File: src/rtl/obj_spawn_scheduler_if.sv
// Note-event / spawn handshake bundle between the MIDI front end, the
// spawn scheduler and the game logic object slots.
interface obj_spawn_scheduler_if;
   logic        note_valid;
   logic [4:0]  note_id;
   logic        vsync_pulse;
   logic [4:0]  slot_busy;
   logic        spawn_valid;
   logic [2:0]  spawn_slot;
   logic [25:0] spawn_obj;
   logic        spawn_ack;
   logic [2:0]  pending;
   logic [7:0]  drop_count;

   modport master (
      output note_valid, note_id, vsync_pulse, slot_busy, spawn_ack,
      input  spawn_valid, spawn_slot, spawn_obj, pending, drop_count
   );

   modport slave (
      input  note_valid, note_id, vsync_pulse, slot_busy, spawn_ack,
      output spawn_valid, spawn_slot, spawn_obj, pending, drop_count
   );
endinterface

File: src/rtl/obj_spawn_scheduler.sv
// Queues note events and issues frame-aligned, rate-limited object spawns
// into the first free game slot, scanning round-robin.
module obj_spawn_scheduler #(
   parameter int unsigned SCREEN_WIDTH = 1024,
   parameter int unsigned V_BASE       = 100,
   parameter int unsigned V_STEP       = 12,
   parameter int unsigned V_MAX        = 460,
   parameter int unsigned MIN_GAP      = 8
) (
   input logic                  clock,
   input logic                  reset_n,
   obj_spawn_scheduler_if.slave bus
);

   typedef enum logic [1:0] {IDLE, SELECT, ISSUE} state_e;

   localparam logic [31:0] SW32     = SCREEN_WIDTH;
   localparam logic [10:0] HPOS     = SW32[10:0];
   localparam logic [10:0] V_BASE_W = 11'(V_BASE);
   localparam logic [10:0] V_STEP_W = 11'(V_STEP);
   localparam logic [10:0] V_MAX_W  = 11'(V_MAX);
   localparam logic [3:0]  GAP_W    = 4'(MIN_GAP);

   state_e      state_q, state_d;
   logic [4:0]  fifo_q [4];
   logic [1:0]  wptr_q, rptr_q;
   logic [2:0]  count_q, count_d;
   logic [3:0]  gap_q, gap_d;
   logic [2:0]  rr_q, rr_d;
   logic [7:0]  drop_q, drop_d;
   logic [2:0]  slot_q, slot_d;
   logic [25:0] obj_q, obj_d;
   logic        push_ok, pop;
   logic        free_found;
   logic [2:0]  free_slot;
   logic [3:0]  idx;
   logic [4:0]  head;
   logic [10:0] vsum, vpos;
   logic [25:0] word;

   assign head = fifo_q[rptr_q];
   assign vsum = V_BASE_W + 11'(head) * V_STEP_W;
   assign vpos = (vsum > V_MAX_W) ? V_MAX_W : vsum;
   assign word = {3'b000, head[4:3], HPOS, vpos[9:0]};

   always_comb begin
      free_found = 1'b0;
      free_slot  = '0;
      idx        = '0;
      for (int unsigned k = 0; k < 5; k++) begin
         idx = {1'b0, rr_q} + 4'(k);
         if (idx >= 4'd5) idx = idx - 4'd5;
         if (!free_found && !bus.slot_busy[idx[2:0]]) begin
            free_found = 1'b1;
            free_slot  = idx[2:0];
         end
      end
   end

   always_comb begin
      state_d = state_q;
      slot_d  = slot_q;
      obj_d   = obj_q;
      rr_d    = rr_q;
      gap_d   = gap_q;
      pop     = 1'b0;
      if (bus.vsync_pulse && gap_q != '0) gap_d = gap_q - 4'd1;
      case (state_q)
         // gap_q==1 means this very pulse exhausts the gap, so it may spawn
         IDLE: if (bus.vsync_pulse && count_q != '0 && gap_q <= 4'd1) state_d = SELECT;
         SELECT: begin
            if (free_found) begin
               slot_d  = free_slot;
               obj_d   = word;
               state_d = ISSUE;
            end else begin
               state_d = IDLE;
            end
         end
         ISSUE: begin
            if (bus.spawn_ack) begin
               pop     = 1'b1;
               rr_d    = (slot_q == 3'd4) ? 3'd0 : slot_q + 3'd1;
               gap_d   = GAP_W;
               state_d = IDLE;
            end else if (bus.slot_busy[slot_q]) begin
               state_d = IDLE;
            end
         end
         default: state_d = IDLE;
      endcase

      push_ok = bus.note_valid && (count_q != 3'd4 || pop);
      count_d = count_q + {2'b00, push_ok} - {2'b00, pop};
      drop_d  = drop_q;
      if (bus.note_valid && !push_ok && drop_q != '1) drop_d = drop_q + 8'd1;
   end

   always_ff @(posedge clock) begin
      if (!reset_n) begin
         state_q <= IDLE;
         wptr_q  <= '0;
         rptr_q  <= '0;
         count_q <= '0;
         gap_q   <= '0;
         rr_q    <= '0;
         drop_q  <= '0;
         slot_q  <= '0;
         obj_q   <= '0;
      end else begin
         state_q <= state_d;
         count_q <= count_d;
         gap_q   <= gap_d;
         rr_q    <= rr_d;
         drop_q  <= drop_d;
         slot_q  <= slot_d;
         obj_q   <= obj_d;
         if (push_ok) wptr_q <= wptr_q + 2'd1;
         if (pop)     rptr_q <= rptr_q + 2'd1;
      end
   end

   always_ff @(posedge clock) begin
      if (push_ok) fifo_q[wptr_q] <= bus.note_id;
   end

   assign bus.spawn_valid = (state_q == ISSUE);
   assign bus.spawn_slot  = slot_q;
   assign bus.spawn_obj   = obj_q;
   assign bus.pending     = count_q;
   assign bus.drop_count  = drop_q;

endmodule

File: src/flat_wrapper.sv
// flat-port wrapper written by rule: the top's interface ports become plain ports
module obj_spawn_scheduler_flat 
#(
   parameter int unsigned SCREEN_WIDTH = 1024,
   parameter int unsigned V_BASE       = 100,
   parameter int unsigned V_STEP       = 12,
   parameter int unsigned V_MAX        = 460,
   parameter int unsigned MIN_GAP      = 8
)
  (clock, reset_n, bus_note_valid, bus_note_id, bus_vsync_pulse, bus_slot_busy, bus_spawn_ack, bus_spawn_valid, bus_spawn_slot, bus_spawn_obj, bus_pending, bus_drop_count);
  obj_spawn_scheduler_if bus_i ();
  input logic clock;
  input logic reset_n;
  input wire logic [$bits(bus_i.note_valid)-1:0] bus_note_valid;
  input wire logic [$bits(bus_i.note_id)-1:0] bus_note_id;
  input wire logic [$bits(bus_i.vsync_pulse)-1:0] bus_vsync_pulse;
  input wire logic [$bits(bus_i.slot_busy)-1:0] bus_slot_busy;
  input wire logic [$bits(bus_i.spawn_ack)-1:0] bus_spawn_ack;
  output wire logic [$bits(bus_i.spawn_valid)-1:0] bus_spawn_valid;
  output wire logic [$bits(bus_i.spawn_slot)-1:0] bus_spawn_slot;
  output wire logic [$bits(bus_i.spawn_obj)-1:0] bus_spawn_obj;
  output wire logic [$bits(bus_i.pending)-1:0] bus_pending;
  output wire logic [$bits(bus_i.drop_count)-1:0] bus_drop_count;
  assign bus_i.note_valid = bus_note_valid;
  assign bus_i.note_id = bus_note_id;
  assign bus_i.vsync_pulse = bus_vsync_pulse;
  assign bus_i.slot_busy = bus_slot_busy;
  assign bus_i.spawn_ack = bus_spawn_ack;
  assign bus_spawn_valid = bus_i.spawn_valid;
  assign bus_spawn_slot = bus_i.spawn_slot;
  assign bus_spawn_obj = bus_i.spawn_obj;
  assign bus_pending = bus_i.pending;
  assign bus_drop_count = bus_i.drop_count;
  obj_spawn_scheduler #(.SCREEN_WIDTH(SCREEN_WIDTH), .V_BASE(V_BASE), .V_STEP(V_STEP), .V_MAX(V_MAX), .MIN_GAP(MIN_GAP)) u_core (.clock(clock), .reset_n(reset_n), .bus(bus_i));
endmodule
File: config.mk
export PLATFORM = sky130hd
export DESIGN_NAME = obj_spawn_scheduler_flat
export DESIGN_NICKNAME = d
export VERILOG_FILES = /design/src/rtl/obj_spawn_scheduler_if.sv /design/src/rtl/obj_spawn_scheduler.sv /design/src/flat_wrapper.sv
export SDC_FILE = /design/constraint.sdc
export NUM_CORES = 1
export LEC_CHECK = 0
export ABC_AREA = 1
export CORE_UTILIZATION = 47
export DETAILED_ROUTE_END_ITERATION = 6
export PLACE_DENSITY = 0.71
export SKIP_LAST_GASP = 1
export SLEW_MARGIN = 20
export SYNTH_ARGS = -nofsm -noshare
export SYNTH_HDL_FRONTEND = slang
export SYNTH_SLANG_ARGS = --single-unit
File: constraint.sdc
create_clock -name clock -period 4 [get_ports clock]
set_clock_uncertainty 0.2 [all_clocks]
set_input_delay 0.8 -clock clock [delete_from_list [all_inputs] [get_ports clock]]
set_output_delay 0.8 -clock clock [all_outputs]
set_load 0.02 [all_outputs]
==> results.json, run 1 <==
{
  "timing.fmax_mhz": 291.0,
  "gp_congestion": 0.8875,
  "hold_ws_ns": 0.2382,
  "grt_max_degree": 23,
  "grt_pass1_wl_mm": 14.12,
  "multiInputGateArea_um2": 2132,
  "vias": 3551,
  "start_kind": "register",
  "critPathCaptureType": "register",
  "post_cts_buffers": 0,
  "syn_inst": 538,
  "worstMarginPinSlew_ns": 0.5491,
  "initial_core_util_pct": 48.26,
  "crit_required_ns": 4.08,
  "die_w_um": 93.62,
  "finalMaxSlewViolations": 0,
  "layout.nets": 628,
  "synth_edf_count": 20,
  "seq_area_um2": 1401,
  "worstSetupPathType": "register to register",
  "num_rows": 33,
  "die_y_um": 93.62,
  "rsz0062_at_grt": "false",
  "fillerInstances": 747,
  "cts.repair.resized": 0,
  "yosys-mux-area-fraction_pct": 0,
  "irDropWorstVdd_v": 0.0003807,
  "m1WireLength_mm": 3.928,
  "place_hpwl_mm": 6.520,
  "cts_hold_buf": 0,
  "met2WireLength_mm": 3.988,
  "via_per_inst": 5.124,
  "synth_top_family_by_area": "simple AND/OR/NAND/NOR gates",
  "h-tree-depth": 3,
  "yosysSeqAreaShare_pct": 35.52,
  "fin_crit_ns": 3.437,
  "power.leakage_nw": 2.083,
  "n_antenna_cell": 0,
  "cts_tree": "yes",
  "synth_compound_gate_area_share_pct": 12.59,
  "slew_headroom_pct": 63.35,
  "layout_setup_ws_ns": 0.5634,
  "synthAdderAreaFrac_pct": 10.09,
  "timing.setup.tns_ns": 0,
  "clock_sinks": 60,
  "finalSetupViolations": 0,
  "top_layer": "met4",
  "wl_per_cell_um": 12.20,
  "cts_buffers": 9,
  "p_per_area_nw_per_um2": 500.8,
  "area_growth_pct": 16.46,
  "synth_ff_type": "dfxtp_1",
  "grt_overflow": 0,
  "yosysUniqueCellTypes": 43,
  "drtIter0Drc": 163,
  "coreArea_um2": 8175,
  "outcome": "completed",
  "hold_path_class": "register to register",
  "crit_arrival_ns": 3.52,
  "clkSlewWorstSetupHoldPaths_ns": 0.08,
  "async_flop_share_pct": 0,
  "crit_fanout": 11,
  "die_area_um2": 8764,
  "wl_mm": 8.456,
  "cap_violations": 0,
  "grt_use_total_pct": 20.39,
  "hold_viol": 0,
  "clock_latency_ns": 0.34,
  "yosysWarnings": 0,
  "mostFrequentLayoutCell": "nand2_1",
  "dr.pass1.iters": 4,
  "io_buffers": 40,
  "mostFrequentLayoutCells": "122 x nand2_1, 71 x inv_1, 46 x nand3_1",
  "drive_gt1_share_pct": 7.143,
  "clockBufferDepth": 2,
  "drc": 0,
  "wl_met3_um": 387,
  "synthXorXnorAreaFrac_pct": 1.744,
  "synth-seq-cells": 60,
  "postSynthAreaPerCell_um2": 7.333,
  "synth_simple_gate_area_share_pct": 28.20,
  "cts_root_buf": "clkbuf_8",
  "drtAntennaViolNets": 0,
  "finalCritPeriodShare_pct": 85.92,
  "netlist_area_um2": 3945,
  "grt_antenna_before_repair": 0,
  "pin_count": 56,
  "dpl_worst_slack_ns": 0.6530,
  "grt_pass1_vias": 3256
}
[synthesized netlist by cell type (2+ instances only)]
cell,count,share of area (%)
nand2_1,122,12
inv_1,71,6.8
nand3_1,46,5.8
nor2_1,45,4.3
dfxtp_1,40,20
a21oi_1,36,4.6
ha_1,27,8.6
o21ai_0,24,3.0
edfxtp_1,20,15
buf_4,16,3.0
nand4_1,15,2.4
o21ai_1,10,1.3
inv_2,9,0.86
nand2_2,5,0.79
nor4_1,5,0.79
xor2_1,4,0.89
clkbuf_1,3,0.29
fa_1,3,1.5
nor3_1,3,0.38
o211ai_1,3,0.57
o21ai_2,3,0.67
a32oi_1,2,0.44
buf_2,2,0.25
buf_6,2,0.57
nand3_2,2,0.51
nor3b_1,2,0.38
xnor2_1,2,0.44
[report_power, final]
part	switching, W	leakage, nW	internal, W	total [W]
clock network	0.000274	0.0988	0.000298	0.000572
logic	0.000592	1.48	0.000349	0.000941
registers	0.0000666	0.508	0.000721	0.000788
total	0.000933	2.08	0.00137	0.00230
[cells by family after synthesis]
kind of cell | count (synthesis)
AO/OA/AOI/OAI | 87
AND/OR/NAND/NOR | 250
flip-flops | 60
buffers and inverters | 103
XOR/XNOR | 7
other | 1
adder cells (fa/ha/maj) | 30
[routing by layer]
layer / vias up / global-route usage (%)
met2: 83 / 34.62
met4: 0 / 8.077
li1: 1840 / -
met5: - / 0
met1: 1616 / 25.24
met3: 12 / 4.146
[critical path, cell delays in order (launching register included)]
cell and delay (ns):
dfxtp_1 0.52, inv_2 0.15, nand2_1 0.09, a32o_1 0.31
inv_1 0.13, ha_1 0.23, inv_1 0.07, fa_1 0.45
o21ai_0 0.25, inv_1 0.10, xor2_1 0.20, nor2_1 0.14
nand4_1 0.09, nand3_1 0.07, nand2_1 0.09, nand2_1 0.08
inv_2 0.05, a21oi_1 0.14
[sequential cells by signal, indices dropped and copies added, names as in the netlist, named ones only]
| signal | count |
|---|---|
| u_core.state_q | 2 |
| u_core.bus.drop_count | 8 |
| u_core.rptr_q | 2 |
| u_core.bus.pending | 3 |
| u_core.bus.spawn_obj | 11 |
| u_core.bus.spawn_slot | 3 |
| u_core.wptr_q | 2 |
| u_core.fifo_q | 20 |
| u_core.gap_q | 4 |
| u_core.rr_q | 3 |
[worst paths after layout]
kind,from,cells after the start,to,slack [ns]
max,register,17,u_core.bus.spawn_obj[2],0.56
max reg2reg,register,17,u_core.bus.spawn_obj[2],0.56
min,u_core.bus.spawn_obj[9],2,u_core.bus.spawn_obj[9],0.24
min reg2reg,u_core.bus.spawn_obj[9],2,u_core.bus.spawn_obj[9],0.24
[metrics by stage]
step	cells	total power [W]	utilization, %	area, um2
after global routing	693	0.002475	56.20	4594
after global placement	677	0.001701	53.67	4388
after floorplan	552	0.001497	-	3998
final	693	0.002301	56.20	4594
after CTS	693	0.002307	56.20	4594
after detailed placement	677	0.001732	53.67	4388
[final cells by class]
class	count	share of cell area, %
well taps	105	2.859
clock inverters	7	1.797
inverters	80	6.536
repair buffers	43	9.205
multi-input cells	389	46.41
flip-flops and latches	60	30.50
clock buffers	9	2.696
Power figures use the tool's default switching activity.
==> inputs of run 2 (changes only) <==
--- a/config.mk
+++ b/config.mk
@@ -6,9 +6,11 @@
 export NUM_CORES = 1
 export LEC_CHECK = 0
 export ABC_AREA = 1
-export CORE_UTILIZATION = 47
+export CELL_PAD_IN_SITES_DETAIL_PLACEMENT = 0
+export CELL_PAD_IN_SITES_GLOBAL_PLACEMENT = 1
+export CORE_UTILIZATION = 40
 export DETAILED_ROUTE_END_ITERATION = 6
-export PLACE_DENSITY = 0.71
+export PLACE_DENSITY = 0.81
 export SKIP_LAST_GASP = 1
 export SLEW_MARGIN = 20
 export SYNTH_ARGS = -nofsm -noshare
==> results.json, run 2 (synthesized netlist as in run 1, its figures left out) <==
{
  "dp.cells": 700,
  "regToRegSetupSlack_ns": 0.48,
  "clkSlewWorstSetupHoldPaths_ns": 0.08,
  "mostFrequentLayoutCell": "nand2_1",
  "clock_latency_ns": 0.34,
  "clockBufferDepth": 2,
  "wl_mm": 9.088,
  "cap_violations": 0,
  "grt_pass1_wl_mm": 15.41,
  "finalCritPeriodShare_pct": 87.98,
  "num_rows": 35,
  "dr.pass1.iters": 4,
  "crit_required_ns": 4.02,
  "grt_use_total_pct": 19.29,
  "start_kind": "register",
  "outcome": "completed",
  "place_hpwl_mm": 7.014,
  "post_cts_buffers": 0,
  "die_w_um": 101.3,
  "drive_gt1_share_pct": 6.985,
  "crit_arrival_ns": 3.54,
  "layout.nets": 627,
  "rsz0062_at_grt": "false",
  "initial_core_util_pct": 41.90,
  "worstRegToRegCells": 17,
  "min_to": "u_core.rptr_q[1]",
  "gp_congestion": 0.8630,
  "die_area_um2": 10260,
  "worstSetupPathType": "register to register",
  "fin_util_pct": 48.78,
  "grt_antenna_before_repair": 0,
  "mostFrequentLayoutCells": "122 x nand2_1, 71 x inv_1, 46 x nand3_1",
  "drtAntennaViolNets": 0,
  "cts_buffers": 9,
  "fillerInstances": 978,
  "layoutNonFillerInstCount": 716,
  "regToRegEndpoint": "u_core.bus.spawn_obj[2]",
  "hold_viol": 0,
  "grt_max_degree": 24,
  "cts_root_buf": "clkbuf_8",
  "irDropWorstVdd_v": 0.0002976,
  "top_register": "u_core.fifo_q",
  "vias": 3535,
  "grt_pass1_vias": 3247,
  "area_growth_pct": 16.43,
  "power.leakage_nw": 2.066,
  "p_per_area_nw_per_um2": 485.8,
  "cts_tree": "yes",
  "coreArea_um2": 9415,
  "hold_path_class": "register to register",
  "fin_crit_ns": 3.519,
  "finalSetupViolations": 0,
  "critPathCaptureType": "register",
  "cts_hold_buf": 0,
  "finalMaxSlewViolations": 0,
  "drtIter0Drc": 133,
  "crit_fanout": 11,
  "cts.repair.resized": 0,
  "die_y_um": 101.3,
  "h-tree-depth": 3,
  "via_per_inst": 4.937,
  "pin_count": 56,
  "hp-start": "u_core.rptr_q[1]",
  "n_antenna_cell": 0,
  "drc": 0,
  "io_buffers": 40,
  "clock_sinks": 60,
  "wl_per_cell_um": 12.69,
  "timing.fmax_mhz": 284.2,
  "largest_reg_flops": 20,
  "timing.setup.tns_ns": 0,
  "holdPathStages": 1,
  "grt_overflow": 0
}
==> run 2: cell types whose count changed in the layout (fill, tap and decap cells not counted) <==
cell	previous run	this run
inv_6	3	2
bufinv_16	1	0
inv_8	1	0
clkinv_4	0	3
buf_4	3	2
==> run 2: layout make-up <==
cell class | instances | area (um2) | share of cell area (%)
clock inverter | 7 | 58.81 | 1.280
sequential | 60 | 1401 | 30.51
timing repair buffer | 42 | 415.4 | 9.044
tap | 129 | 161.4 | 3.514
clock buffer | 9 | 123.9 | 2.697
inverter | 80 | 300.3 | 6.538
multi-input combinational | 389 | 2132 | 46.42
==> run 2: critical path, stage by stage (launching register included) <==
cell	delay, ns
dfxtp_1	0.55
inv_2	0.17
nand2_1	0.09
a32o_1	0.32
inv_1	0.15
ha_1	0.23
inv_1	0.06
fa_1	0.45
o21ai_0	0.26
inv_1	0.10
xor2_1	0.28
nor2_1	0.07
nand4_1	0.07
nand3_1	0.07
nand2_1	0.11
nand2_1	0.07
inv_2	0.08
a21oi_1	0.07
==> run 2: worst max-delay path by stage <==
stage	from	to	slack (ns)
6_report	register	u_core.bus.spawn_obj[2]	0.48
5_1_grt	register	u_core.bus.spawn_obj[3]	0.07
4_1_cts	register	u_core.bus.spawn_obj[2]	0.46
3_5_place_dp	register	u_core.bus.spawn_obj[3]	0.46
3_3_place_gp	register	u_core.bus.spawn_obj[3]	0.52
2_1_floorplan	register	u_core.bus.spawn_obj[3]	1.06
==> run 2: through the flow <==
step | worst slack [ns] | instance area, um2 | hold WS, ns | power, W
floorplan | 1.064 | 3998 | 0.2122 | 0.001497
global placement | 0.5153 | 4410 | 0.2244 | 0.001724
detailed placement | 0.4629 | 4410 | 0.2317 | 0.001740
CTS | 0.4560 | 4593 | 0.2428 | 0.002248
global route | 0.07178 | 4593 | 0.2622 | 0.002426
finish | 0.4809 | 4593 | 0.2441 | 0.002231
==> run 2: where the power goes <==
group / leakage [nW] / internal, W / switching, W
Clock: 0.0864 / 0.000232 / 0.000269
Combinational: 1.47 / 0.000347 / 0.000595
Sequential: 0.508 / 0.000721 / 0.0000676
==> run 2: layer usage <==
metal	GRT usage [%]	share of wire, %	routed length (um)
met2	30.04	44	4009
met5	0	0	0
met1	26.93	51	4603
met4	5.686	1.3	114
met3	4.003	4.0	360
